[src/rtl/mm_pkg.sv]
// Shared definitions for the matrix-multiply memory path: reader FSM states
// and the word/burst sizes the datapath is built around.
package mm_pkg;

    localparam int MM_DATA_W    = 64;
    localparam int MM_MAX_BURST = 8;

    typedef enum logic [1:0] {
        IDLE  = 2'd0,
        ISSUE = 2'd1,
        DRAIN = 2'd2,
        DONE  = 2'd3
    } state_t;

endpackage

[src/rtl/ddr3_burst_reader_if.sv]
// Avalon-MM burst read port plus the outgoing word stream of the burst reader.
//
// Handshakes: an Avalon read is accepted in a cycle where avm_read=1 and
// avm_waitrequest=0; address and burstcount are held while waitrequest=1.
// avm_readdatavalid qualifies one returned word per cycle and is never stalled.
// A stream word moves in a cycle where st_valid=1 and st_ready=1; once raised,
// st_valid and st_data stay put until that handshake.
interface ddr3_burst_reader_if
    import mm_pkg::*;
#(
    parameter int ADDR_W    = 32,
    parameter int DATA_W    = MM_DATA_W,
    parameter int MAX_BURST = MM_MAX_BURST
) ();

    localparam int BC_W = $clog2(MAX_BURST) + 1;

    logic [ADDR_W-1:0] avm_address;
    logic              avm_read;
    logic [BC_W-1:0]   avm_burstcount;
    logic              avm_waitrequest;
    logic [DATA_W-1:0] avm_readdata;
    logic              avm_readdatavalid;
    logic [DATA_W-1:0] st_data;
    logic              st_valid;
    logic              st_ready;

    modport master (
        output avm_address, avm_read, avm_burstcount,
        input  avm_waitrequest, avm_readdata, avm_readdatavalid,
        output st_data, st_valid,
        input  st_ready
    );

    modport slave (
        input  avm_address, avm_read, avm_burstcount,
        output avm_waitrequest, avm_readdata, avm_readdatavalid,
        input  st_data, st_valid,
        output st_ready
    );

endinterface

[src/rtl/ddr3_burst_reader_sync_fifo.sv]
// First-word-fall-through receive FIFO. Writes land in an input register,
// then either go straight to the registered output (when it is free and the
// array is empty) or into the array. o_count covers every stored word,
// including the input and output registers, so the producer can budget space.
module sync_fifo #(
    parameter int WIDTH = 64,
    parameter int DEPTH = 32,
    parameter int CNT_W = $clog2(DEPTH) + 1
) (
    input  logic             clk,
    input  logic             reset,
    input  logic             i_wr_en,
    input  logic [WIDTH-1:0] i_wr_data,
    input  logic             i_rd_en,
    output logic [WIDTH-1:0] o_rd_data,
    output logic             o_rd_valid,
    output logic [CNT_W-1:0] o_count
);

    localparam int PTR_W = (DEPTH > 1) ? $clog2(DEPTH) : 1;

    logic [WIDTH-1:0] r_mem [DEPTH];
    logic [PTR_W-1:0] r_wr_ptr;
    logic [PTR_W-1:0] r_rd_ptr;
    logic [CNT_W-1:0] r_mem_count;
    logic             r_in_valid;
    logic [WIDTH-1:0] r_in_data;
    logic             r_out_valid;
    logic [WIDTH-1:0] r_out_data;

    logic w_pop;
    logic w_out_free;
    logic w_mem_empty;
    logic w_from_mem;
    logic w_bypass;
    logic w_mem_wr;

    assign w_pop       = i_rd_en & r_out_valid;
    assign w_out_free  = ~r_out_valid | w_pop;
    assign w_mem_empty = (r_mem_count == '0);
    assign w_from_mem  = w_out_free & ~w_mem_empty;
    assign w_bypass    = w_out_free & w_mem_empty & r_in_valid;
    assign w_mem_wr    = r_in_valid & ~w_bypass;

    assign o_rd_data  = r_out_data;
    assign o_rd_valid = r_out_valid;
    assign o_count    = r_mem_count + CNT_W'(r_out_valid) + CNT_W'(r_in_valid);

    // Storage array: contents need no reset, the pointers define validity.
    always_ff @(posedge clk) begin
        if (w_mem_wr) begin
            r_mem[r_wr_ptr] <= r_in_data;
        end
    end

    // Input register, pointers, occupancy and the registered output word.
    always_ff @(posedge clk) begin
        r_in_data <= i_wr_data;
        if (reset) begin
            r_in_valid  <= 1'b0;
            r_wr_ptr    <= '0;
            r_rd_ptr    <= '0;
            r_mem_count <= '0;
            r_out_valid <= 1'b0;
            r_out_data  <= '0;
        end else begin
            r_in_valid <= i_wr_en;
            if (w_mem_wr) begin
                r_wr_ptr <= (r_wr_ptr == PTR_W'(DEPTH - 1)) ? '0 : r_wr_ptr + 1'b1;
            end
            if (w_from_mem) begin
                r_rd_ptr   <= (r_rd_ptr == PTR_W'(DEPTH - 1)) ? '0 : r_rd_ptr + 1'b1;
                r_out_data <= r_mem[r_rd_ptr];
            end else if (w_bypass) begin
                r_out_data <= r_in_data;
            end
            if (w_out_free) begin
                r_out_valid <= w_from_mem | w_bypass;
            end
            case ({w_mem_wr, w_from_mem})
                2'b10:   r_mem_count <= r_mem_count + 1'b1;
                2'b01:   r_mem_count <= r_mem_count - 1'b1;
                default: r_mem_count <= r_mem_count;
            endcase
        end
    end

endmodule

[src/rtl/ddr3_burst_reader.sv]
// Avalon-MM burst read master: fetches `length` words from base_addr and
// streams them out in address order. A burst is only issued when the receive
// FIFO has room for it plus everything already in flight, so returned data
// never needs to be back-pressured.
module ddr3_burst_reader
    import mm_pkg::*;
#(
    parameter int ADDR_W     = 32,
    parameter int DATA_W     = MM_DATA_W,
    parameter int MAX_BURST  = MM_MAX_BURST,
    parameter int FIFO_DEPTH = 32,
    parameter int LEN_W      = 16
) (
    input  logic                clk,
    input  logic                reset,
    input  logic                start,
    input  logic [ADDR_W-1:0]   base_addr,
    input  logic [LEN_W-1:0]    length,
    output logic                busy,
    output logic                done,
    output state_t              o_dbg_state,
    ddr3_burst_reader_if.master bus
);

    localparam int BC_W    = $clog2(MAX_BURST) + 1;
    localparam int CNT_W   = $clog2(FIFO_DEPTH) + 1;
    localparam int ROOM_W  = CNT_W + 1;
    localparam int BYTE_SH = $clog2(DATA_W / 8);

    state_t            r_state;
    state_t            w_next_state;
    logic [LEN_W-1:0]  r_req_left;
    logic [LEN_W-1:0]  r_rx_left;
    logic [CNT_W-1:0]  r_outstanding;
    logic [ADDR_W-1:0] r_addr;

    logic [BC_W-1:0]   w_b;
    logic [CNT_W-1:0]  w_fifo_count;
    logic [ROOM_W-1:0] w_used;
    logic [ROOM_W-1:0] w_room;
    logic              w_room_ok;
    logic              w_issue;
    logic              w_accept;
    logic              w_fifo_valid;
    logic              w_st_hs;
    logic              w_load;

    // Next burst size: a full burst, or whatever is left of the job.
    assign w_b = (r_req_left >= LEN_W'(MAX_BURST)) ? BC_W'(MAX_BURST) : BC_W'(r_req_left);

    // Free space counts words buffered and words still owed by the controller.
    assign w_used    = ROOM_W'(w_fifo_count) + ROOM_W'(r_outstanding);
    assign w_room    = ROOM_W'(FIFO_DEPTH) - w_used;
    assign w_room_ok = (w_room >= ROOM_W'(w_b));

    assign w_accept = w_issue & ~bus.avm_waitrequest;
    assign w_st_hs  = w_fifo_valid & bus.st_ready;
    assign w_load   = (r_state == IDLE) && start && (length != '0);

    // Request fields only move on accept and free space only grows while
    // stalled, so these stay stable through waitrequest.
    assign bus.avm_read       = w_issue;
    assign bus.avm_address    = w_issue ? r_addr : '0;
    assign bus.avm_burstcount = w_issue ? w_b : '0;
    assign bus.st_valid       = w_fifo_valid;
    assign o_dbg_state        = r_state;

    // State register.
    always_ff @(posedge clk) begin
        if (reset) begin
            r_state <= IDLE;
        end else begin
            r_state <= w_next_state;
        end
    end

    // Next-state logic, burst request and status outputs.
    always_comb begin
        w_next_state = r_state;
        w_issue      = 1'b0;
        busy         = 1'b0;
        done         = 1'b0;
        case (r_state)
            IDLE: begin
                if (start) begin
                    w_next_state = (length != '0) ? ISSUE : DONE;
                end
            end
            ISSUE: begin
                busy    = 1'b1;
                w_issue = w_room_ok;
                if (w_issue && !bus.avm_waitrequest && (r_req_left == LEN_W'(w_b))) begin
                    w_next_state = DRAIN;
                end
            end
            DRAIN: begin
                busy = 1'b1;
                // Leave on the final handshake itself so done follows it directly.
                if ((r_rx_left == '0) || ((r_rx_left == LEN_W'(1)) && w_st_hs)) begin
                    w_next_state = DONE;
                end
            end
            DONE: begin
                done         = 1'b1;
                w_next_state = IDLE;
            end
            default: w_next_state = IDLE;
        endcase
    end

    // Job counters, burst address and in-flight word accounting.
    always_ff @(posedge clk) begin
        if (reset) begin
            r_req_left    <= '0;
            r_rx_left     <= '0;
            r_outstanding <= '0;
            r_addr        <= '0;
        end else begin
            if (w_load) begin
                r_req_left <= length;
                r_rx_left  <= length;
                r_addr     <= base_addr & ~ADDR_W'(DATA_W / 8 - 1);
            end else begin
                if (w_accept) begin
                    r_req_left <= r_req_left - LEN_W'(w_b);
                    r_addr     <= r_addr + (ADDR_W'(w_b) << BYTE_SH);
                end
                if (w_st_hs) begin
                    r_rx_left <= r_rx_left - LEN_W'(1);
                end
            end
            r_outstanding <= r_outstanding + (w_accept ? CNT_W'(w_b) : CNT_W'(0))
                             - CNT_W'(bus.avm_readdatavalid);
        end
    end

    sync_fifo #(
        .WIDTH (DATA_W),
        .DEPTH (FIFO_DEPTH),
        .CNT_W (CNT_W)
    ) u_fifo (
        .clk        (clk),
        .reset      (reset),
        .i_wr_en    (bus.avm_readdatavalid),
        .i_wr_data  (bus.avm_readdata),
        .i_rd_en    (bus.st_ready),
        .o_rd_data  (bus.st_data),
        .o_rd_valid (w_fifo_valid),
        .o_count    (w_fifo_count)
    );

endmodule

[src/flat_wrapper.sv]
// flat-port wrapper written by rule: the top's interface ports become plain ports
module ddr3_burst_reader_flat import mm_pkg::*;
#(
    parameter int ADDR_W     = 32,
    parameter int DATA_W     = MM_DATA_W,
    parameter int MAX_BURST  = MM_MAX_BURST,
    parameter int FIFO_DEPTH = 32,
    parameter int LEN_W      = 16
)
  (clk, reset, start, base_addr, length, busy, done, o_dbg_state, bus_avm_address, bus_avm_read, bus_avm_burstcount, bus_avm_waitrequest, bus_avm_readdata, bus_avm_readdatavalid, bus_st_data, bus_st_valid, bus_st_ready);
  ddr3_burst_reader_if #(.ADDR_W(ADDR_W), .DATA_W(DATA_W), .MAX_BURST(MAX_BURST)) bus_i ();
  input  logic clk;
  input  logic reset;
  input  logic start;
  input  logic [ADDR_W-1:0] base_addr;
  input  logic [LEN_W-1:0] length;
  output logic busy;
  output logic done;
  output state_t o_dbg_state;
  output wire logic [$bits(bus_i.avm_address)-1:0] bus_avm_address;
  output wire logic [$bits(bus_i.avm_read)-1:0] bus_avm_read;
  output wire logic [$bits(bus_i.avm_burstcount)-1:0] bus_avm_burstcount;
  input wire logic [$bits(bus_i.avm_waitrequest)-1:0] bus_avm_waitrequest;
  input wire logic [$bits(bus_i.avm_readdata)-1:0] bus_avm_readdata;
  input wire logic [$bits(bus_i.avm_readdatavalid)-1:0] bus_avm_readdatavalid;
  output wire logic [$bits(bus_i.st_data)-1:0] bus_st_data;
  output wire logic [$bits(bus_i.st_valid)-1:0] bus_st_valid;
  input wire logic [$bits(bus_i.st_ready)-1:0] bus_st_ready;
  assign bus_avm_address = bus_i.avm_address;
  assign bus_avm_read = bus_i.avm_read;
  assign bus_avm_burstcount = bus_i.avm_burstcount;
  assign bus_i.avm_waitrequest = bus_avm_waitrequest;
  assign bus_i.avm_readdata = bus_avm_readdata;
  assign bus_i.avm_readdatavalid = bus_avm_readdatavalid;
  assign bus_st_data = bus_i.st_data;
  assign bus_st_valid = bus_i.st_valid;
  assign bus_i.st_ready = bus_st_ready;
  ddr3_burst_reader #(.ADDR_W(ADDR_W), .DATA_W(DATA_W), .MAX_BURST(MAX_BURST), .FIFO_DEPTH(FIFO_DEPTH), .LEN_W(LEN_W)) u_core (.clk(clk), .reset(reset), .start(start), .base_addr(base_addr), .length(length), .busy(busy), .done(done), .o_dbg_state(o_dbg_state), .bus(bus_i));
endmodule
[config.mk]
export PLATFORM = sky130hd
export DESIGN_NAME = ddr3_burst_reader_flat
export DESIGN_NICKNAME = d
export VERILOG_FILES = /design/src/rtl/mm_pkg.sv /design/src/rtl/ddr3_burst_reader_if.sv /design/src/rtl/ddr3_burst_reader_sync_fifo.sv /design/src/rtl/ddr3_burst_reader.sv /design/src/flat_wrapper.sv
export SDC_FILE = /design/constraint.sdc
export NUM_CORES = 2
export LEC_CHECK = 0
export BUFFER_PORTS_ARGS = -buffer_cell sky130_fd_sc_hd__buf_2
export CAP_MARGIN = 20
export CORE_MARGIN = 5
export CORE_UTILIZATION = 40
export DETAILED_ROUTE_END_ITERATION = 7
export GPL_TIMING_DRIVEN = 1
export SETUP_SLACK_MARGIN = 0.02
export SYNTH_ARGS = -nofsm -noshare
export SYNTH_HDL_FRONTEND = slang
export SYNTH_SLANG_ARGS = --single-unit
[constraint.sdc]
create_clock -name clk -period 11.5 [get_ports clk]
set_input_delay 1.15 -clock clk [delete_from_list [all_inputs] [get_ports clk]]
set_output_delay 1.15 -clock clk [all_outputs]
set_load 0.005 [all_outputs]
### Word level (Yosys, flattened, before mapping)

Memories as Yosys holds them, arrays and structs flattened. A register that Yosys moved wholly into a read port is not among the register bits.
Cells that the tools add are included.

* register bits after elaboration: 218
* memory bits (writable): 2048
* bits of input ports: 118
* output and inout bits: 106
* word-level logic and storage cells: 98
* memories: 1

Memory list
* u_core.u_fifo.r_mem: depth 32, bits a word 64, rd ports 1, clocked after Yosys merged registers in 1, wr ports 1, line ddr3_burst_reader_sync_fifo.sv:22 `logic [WIDTH-1:0] r_mem [DEPTH];`

* add/subtract/negate cells: 13
* magnitude comparators: 2
* equal/unequal tests: 12
* multiplexer cells: 27
* bitwise gates (word level): 12
* reductions and logical operators: 18

Operators with widths (count)
* 2-to-1 mux 64 bit: 2
* 2-to-1 mux 32 bit: 3
* 2-to-1 mux 16 bit: 4
* adder 32 x 7 -> 32 bit: 1
* 2-to-1 mux 5 bit: 4
* == test 16 x 1 -> 1 bit, second input constant: 1
* == test 16 x 4 -> 1 bit: 1
* >= comparator 16 x 4 -> 1 bit, second input constant: 1
* zero test 16 bit: 1
* nonzero test 16 bit: 1
* subtractor 16 x 1 -> 16 bit, second input constant: 1
* subtractor 16 x 4 -> 16 bit: 1
* adder 6 x 1 -> 6 bit: 2
* 2-to-1 mux 4 bit: 3
* one-hot mux 6 bit (2 select lines): 1
* adder 5 x 1 -> 5 bit, second input constant: 2
* == test 5 bit, second input constant: 2
* 2-to-1 mux 2 bit: 4
* one-hot mux 2 bit (4 select lines): 1
* nonzero test 2 bit: 4
* adder 6 x 6 -> 7 bit: 1
* >= comparator 7 x 4 -> 1 bit: 1
* subtractor 6 x 7 -> 7 bit, first input constant: 1
* adder 6 x 1 -> 6 bit, second input constant: 1
* other kinds (18): 40

### Longest topological paths before layout

* word-level depth: 10
* mapped depth: 25

### Cells and area by module

Synthesis repeated with hierarchy kept, for this count alone.

* cell total of the unflattened synthesis: 4823
* area, all modules: 88792.7 um2

By module, submodules not included
* sync_fifo: times used 1, cells an instance 4240, area an instance 84029.3 um2, seq. area each 64521.9 um2
* ddr3_burst_reader: times used 1, cells an instance 583, area an instance 4763.3 um2, seq. area each 1381.3 um2

### Worst setup path before layout

No wires, ideal clock.

* path kind: input -> register
* start: input bus_st_ready
* end: memory u_core.u_fifo.r_mem[12][0], enable pin
* arrival: 4.731 ns
* path slack: 6.283 ns
* stages: 4
* cell sequence: nand2b_1 > a31oi_1 > nand2_1 > nor2_1

* word-level cells in the longest chain between the ends: 8

RTL lines
* from (decl): line flat_wrapper.sv:28 `input wire logic [$bits(bus_i.st_ready)-1:0] bus_st_ready;`
* bitwise AND 1 bit: line ddr3_burst_reader_sync_fifo.sv:38 `assign w_pop = i_rd_en & r_out_valid;`
* bitwise OR 1 bit: line ddr3_burst_reader_sync_fifo.sv:39 `assign w_out_free = ~r_out_valid | w_pop;`
* bitwise AND 1 bit (2 in series): line ddr3_burst_reader_sync_fifo.sv:42 `assign w_bypass = w_out_free & w_mem_empty & r_in_valid;`
* NOT 1 bit: line ddr3_burst_reader_sync_fifo.sv:43 `assign w_mem_wr = r_in_valid & ~w_bypass;`
* bitwise AND 1 bit: line ddr3_burst_reader_sync_fifo.sv:43
* 2-to-1 mux 1 bit: line ddr3_burst_reader_sync_fifo.sv:51 `if (w_mem_wr) begin`
* 2-to-1 mux 1 bit (not written as such): line ddr3_burst_reader_sync_fifo.sv:52 `r_mem[r_wr_ptr] <= r_in_data;`
* to (decl): line ddr3_burst_reader_sync_fifo.sv:22

Every way passes these cells.

### Worst setup path in the final report

* start: register u_core.u_fifo.r_out_valid, in the netlist u_core.u_fifo.o_rd_valid
* end: output bus_avm_burstcount[2]

* word-level cells in the longest chain between the ends: 7

RTL lines
* from (decl): line ddr3_burst_reader_sync_fifo.sv:28 `logic r_out_valid;`
* from (signal assigned): line ddr3_burst_reader_sync_fifo.sv:78 `r_out_valid <= w_from_mem | w_bypass;`
* adder 6 x 1 -> 6 bit (2 in series): line ddr3_burst_reader_sync_fifo.sv:47 `assign o_count = r_mem_count + CNT_W'(r_out_valid) + CNT_W'(r_in_valid);`
* adder 6 x 6 -> 7 bit: line ddr3_burst_reader.sv:52 `assign w_used = ROOM_W'(w_fifo_count) + ROOM_W'(r_outstanding);`
* subtractor 6 x 7 -> 7 bit: line ddr3_burst_reader.sv:53 `assign w_room = ROOM_W'(FIFO_DEPTH) - w_used;`
* >= comparator 7 x 4 -> 1 bit: line ddr3_burst_reader.sv:54 `assign w_room_ok = (w_room >= ROOM_W'(w_b));`
* 2-to-1 mux 1 bit: line ddr3_burst_reader.sv:83 `case (r_state)`
* 2-to-1 mux 4 bit: line ddr3_burst_reader.sv:64 `assign bus.avm_burstcount = w_issue ? w_b : '0;`
* to (decl): line flat_wrapper.sv:22 `output wire logic [$bits(bus_i.avm_burstcount)-1:0] bus_avm_burstcount;`

Every way passes these cells.

==> reports/results.txt <==
status: completed
Min-Delay Path Depth: 1
Final Hold Vio Count: 0
die area: 227,000 µm²
WHS Endpoint: u_core.u_fifo.r_in_data[54]$_DFF_P_
# port buffers: 217
Leak: 0.0310 µW
top-count cell post-synth: edfxtp_1
Final ANT Viol Nets: 0
effective utilization at floorplan: 40.1%
Worst Tran Pin Value: 1.16 ns
Yosys Warn Count: 0
Final Wtd Congestion: 0.816
worst-path maximum fanout: 37
clock sinks: 2,268
Longest Clk Path Bufs: 3
mapped cell area: 87,000 µm²
Peak VDD IR: 195 µV
DP HPWL: 107,000 µm
RR Endpoint: u_core.r_outstanding[5]$_SDFF_PP0_
GR Util All Layers: 18.3%
CTS tree: yes
clock latency on the worst-skew pair: 0.86 ns
Area Growth Syn to Fin: 15.0%
routed via count: 42.2k
Pwr Total: 21,400 µW
Post-route DRC: 0
startpoint type of the worst setup path: register
placeable core area: 217,000 µm²
Layout Utilization: 46.1%
slowest stage delay, CP: 0.56 ns
drt wl/cell: 28.5 µm
pin count of the biggest net entering global routing: 130
hold crit path type: primary input to register
RSZ-0062 raised after global routing: no
Detailed Route WL: 211,000 µm
Chip Height: 476 µm
critical path type: register to output port
number of synthesized register bits: 2,268
largest cells by area after synthesis: edfxtp_1, mux4_2, dfxtp_1, mux2i_1, ha_1
min-delay src: bus_avm_readdata[54]
row count: 171
sequential element share of the synthesized area: 75.8%
required time of the critical path: 10.35 ns
Initial DRC Count: 4,318
Yosys top cell by area: edfxtp_1
pre-CTS WS: 5.68 ns
Mean Syn Cell Area: 21.7 µm²
Clock transition at path regs: 0.06 ns
Post-synth EDFFs: 2,048
initial antenna violation count: 7
clk root buf: clkbuf_16
power per standard cell area: 214 nW/µm²
Mapped Cells: 4,014
final worst path period share: 54.4%
Total Neg Setup Slack: 0 ns
max-slew violations: 0
Rel. slew slack: 22.3%
synth cell count leaders: edfxtp_1, mux4_2, dfxtp_1
CP Capture Type: output port
Setup-failing EPs final: 0
FMAX: 0.160 GHz
global-route wire length before repair: 306,000 µm
Final WS setup: 5.24 ns
hold_buf cts: 0
Most used DFF post-synth: edfxtp_1
setup slack, reg-to-reg: 5.89 ns
Yosys cell types: 68
CP Data Arrival Time: 5.11 ns
Worst R2R Start: u_core.u_fifo.o_rd_valid$_SDFFE_PP0P_
number of max-cap violations: 0
Slowest-stage cell, CP: or4_1
# IOs: 224
CP cell instances: inv_1 -> fa_1 -> inv_1 -> ha_1 -> ha_1 -> inv_1 -> ha_1 -> fa_1 -> ha_1 -> a211oi_1 -> o221ai_1 -> or4_1 -> buf_16 -> and2_1 -> and2_1 -> buf_2
Num CTS Buffers: 224
Clock Skews: 0.0525 ns
Post-CTS Setup Bufs: 0
fin crit period: 6.26 ns
FFs w/ async S/R, synth: 0%
post-synth top area share: 70.7%
Reg2Reg Depth: 23
share of post-route cells with drive strength above 1: 30.0%
htree depth: 4
vias in the first global route: 43.1k
Vias per Instance: 5.70
first-pass detailed-route iteration total: 5
cell repeated most along the worst path: ha_1
fin nets: 4,521
CTS resizes: 0
chip width: 476 µm
total congestion overflow: 0
cell families (layout without fill, tap and decap cells):
logic type | Yosys count | count (layout) | synth area share [%]
other | 2 | 7 | 0.00864
AND/OR/NAND/NOR | 356 | 356 | 2.15
multiplexers | 708 | 708 | 17.4
flip-flops | 2268 | 2268 | 75.8
AO/OA/AOI/OAI | 326 | 326 | 2.35
buffers and inverters | 270 | 803 | 1.22
XOR/XNOR | 30 | 30 | 0.302
adder cells (fa/ha/maj) | 54 | 54 | 0.820
sequential cells by signal, indices dropped and copies added (netlist names), named ones only:
signal and count:
u_core.u_fifo.r_in_valid 1, u_core.u_fifo.r_wr_ptr 5, u_core.r_req_left 16, u_core.r_rx_left 16, u_core.u_fifo.r_mem_count 6, u_core.u_fifo.r_rd_ptr 5, u_core.u_fifo.o_rd_data 64, u_core.r_addr 29
u_core.o_dbg_state 2, u_core.u_fifo.r_in_data 64, u_core.r_outstanding 6, u_core.u_fifo.o_rd_valid 1, u_core.u_fifo.r_mem 2048
layout by cell type (no fill, tap or decap), types with 14 or more instances in the layout:
| master | instances |
|---|---|
| and3_1 | 40 |
| nor3_1 | 19 |
| clkinv_1 | 28 |
| xnor2_1 | 17 |
| buf_16 | 20 |
| nor4_1 | 14 |
| nor2_4 | 32 |
| clkinvlp_4 | 14 |
| or4_1 | 21 |
| clkbuf_16 | 226 |
| nand2_1 | 66 |
| mux2i_1 | 67 |
| inv_1 | 47 |
| o31ai_1 | 17 |
| nor2_1 | 53 |
| dfxtp_1 | 215 |
| mux4_2 | 640 |
| nand3_1 | 37 |
| a21oi_1 | 46 |
| a22oi_1 | 65 |
| ha_1 | 49 |
| o21ai_0 | 109 |
| buf_2 | 217 |
| bufinv_16 | 26 |
| buf_4 | 86 |
| edfxtp_1 | 2048 |
| a31oi_1 | 34 |
| or3_1 | 16 |
| clkbuf_1 | 63 |
| clkbuf_8 | 26 |
| clkinv_2 | 30 |
layer usage:
| layer | GRT usage, % | vias up | part of all wire [%] | wire, µm |
|---|---|---|---|---|
| met1 | 25.3 | 22900 | 42 | 88600 |
| li1 | - | 17600 | - | - |
| met5 | 0 | - | 0 | 0 |
| met4 | 3.90 | 0 | 1.8 | 3840 |
| met3 | 3.49 | 237 | 6.7 | 14200 |
| met2 | 30.5 | 1526 | 50 | 105000 |
power breakdown:
part,switching (µW),internal (µW)
combinational,2150,2170
sequential,338,9220
clock,3130,4390
total,5610,15800
worst max-delay path: cells and delay by family, from the launching register on:
kind	cells	cell delay (ns)
adder cells (fa/ha/maj)	6	1.89
buffers and inverters	5	0.57
AND/OR/NAND/NOR	3	0.91
flip-flops	1	0.42
AO/OA/AOI/OAI	2	0.51
how the worst max path moves through the flow:
| stage | startpoint | end | slack (ns) | cells after the start |
|---|---|---|---|---|
| finish | u_core.u_fifo.o_rd_valid$_SDFFE_PP0P_ | bus_avm_burstcount[2] | 5.24 | 16 |
| global route | u_core.u_fifo.o_rd_valid$_SDFFE_PP0P_ | bus_avm_burstcount[2] | 4.90 | 16 |
| CTS | u_core.u_fifo.o_rd_valid$_SDFFE_PP0P_ | bus_avm_burstcount[2] | 4.77 | 15 |
| detailed placement | bus_st_ready | u_core.u_fifo.r_mem[13][41]$_DFFE_PP_ | 5.68 | 7 |
| global placement | bus_st_ready | u_core.u_fifo.r_mem[12][41]$_DFFE_PP_ | 5.66 | 7 |
| floorplan | bus_st_ready | u_core.u_fifo.r_mem[12][0]$_DFFE_PP_ | 6.28 | 4 |
metrics by stage:
step	area (µm²)	hold slack (ns)	cells
after floorplan	87000	0.455	4016
after global placement	91800	0.466	6956
after detailed placement	91800	0.471	6957
after CTS	99400	0.312	7383
after global routing	100000	0.332	7405
final	100000	0.391	7406
area by class of cell:
| type | instances | area [µm²] |
|---|---|---|
| well taps | 2854 | 3570 |
| flip-flops and latches | 2268 | 65900 |
| repair buffers | 327 | 2360 |
| multi-input cells | 1478 | 20300 |
| clock buffers | 315 | 6250 |
| clock inverters | 111 | 1410 |
| fillers | 17900 | 117000 |
| diodes | 3 | 7.51 |
| inverters | 50 | 188 |
No activity file was read; power rests on OpenSTA's default activity.
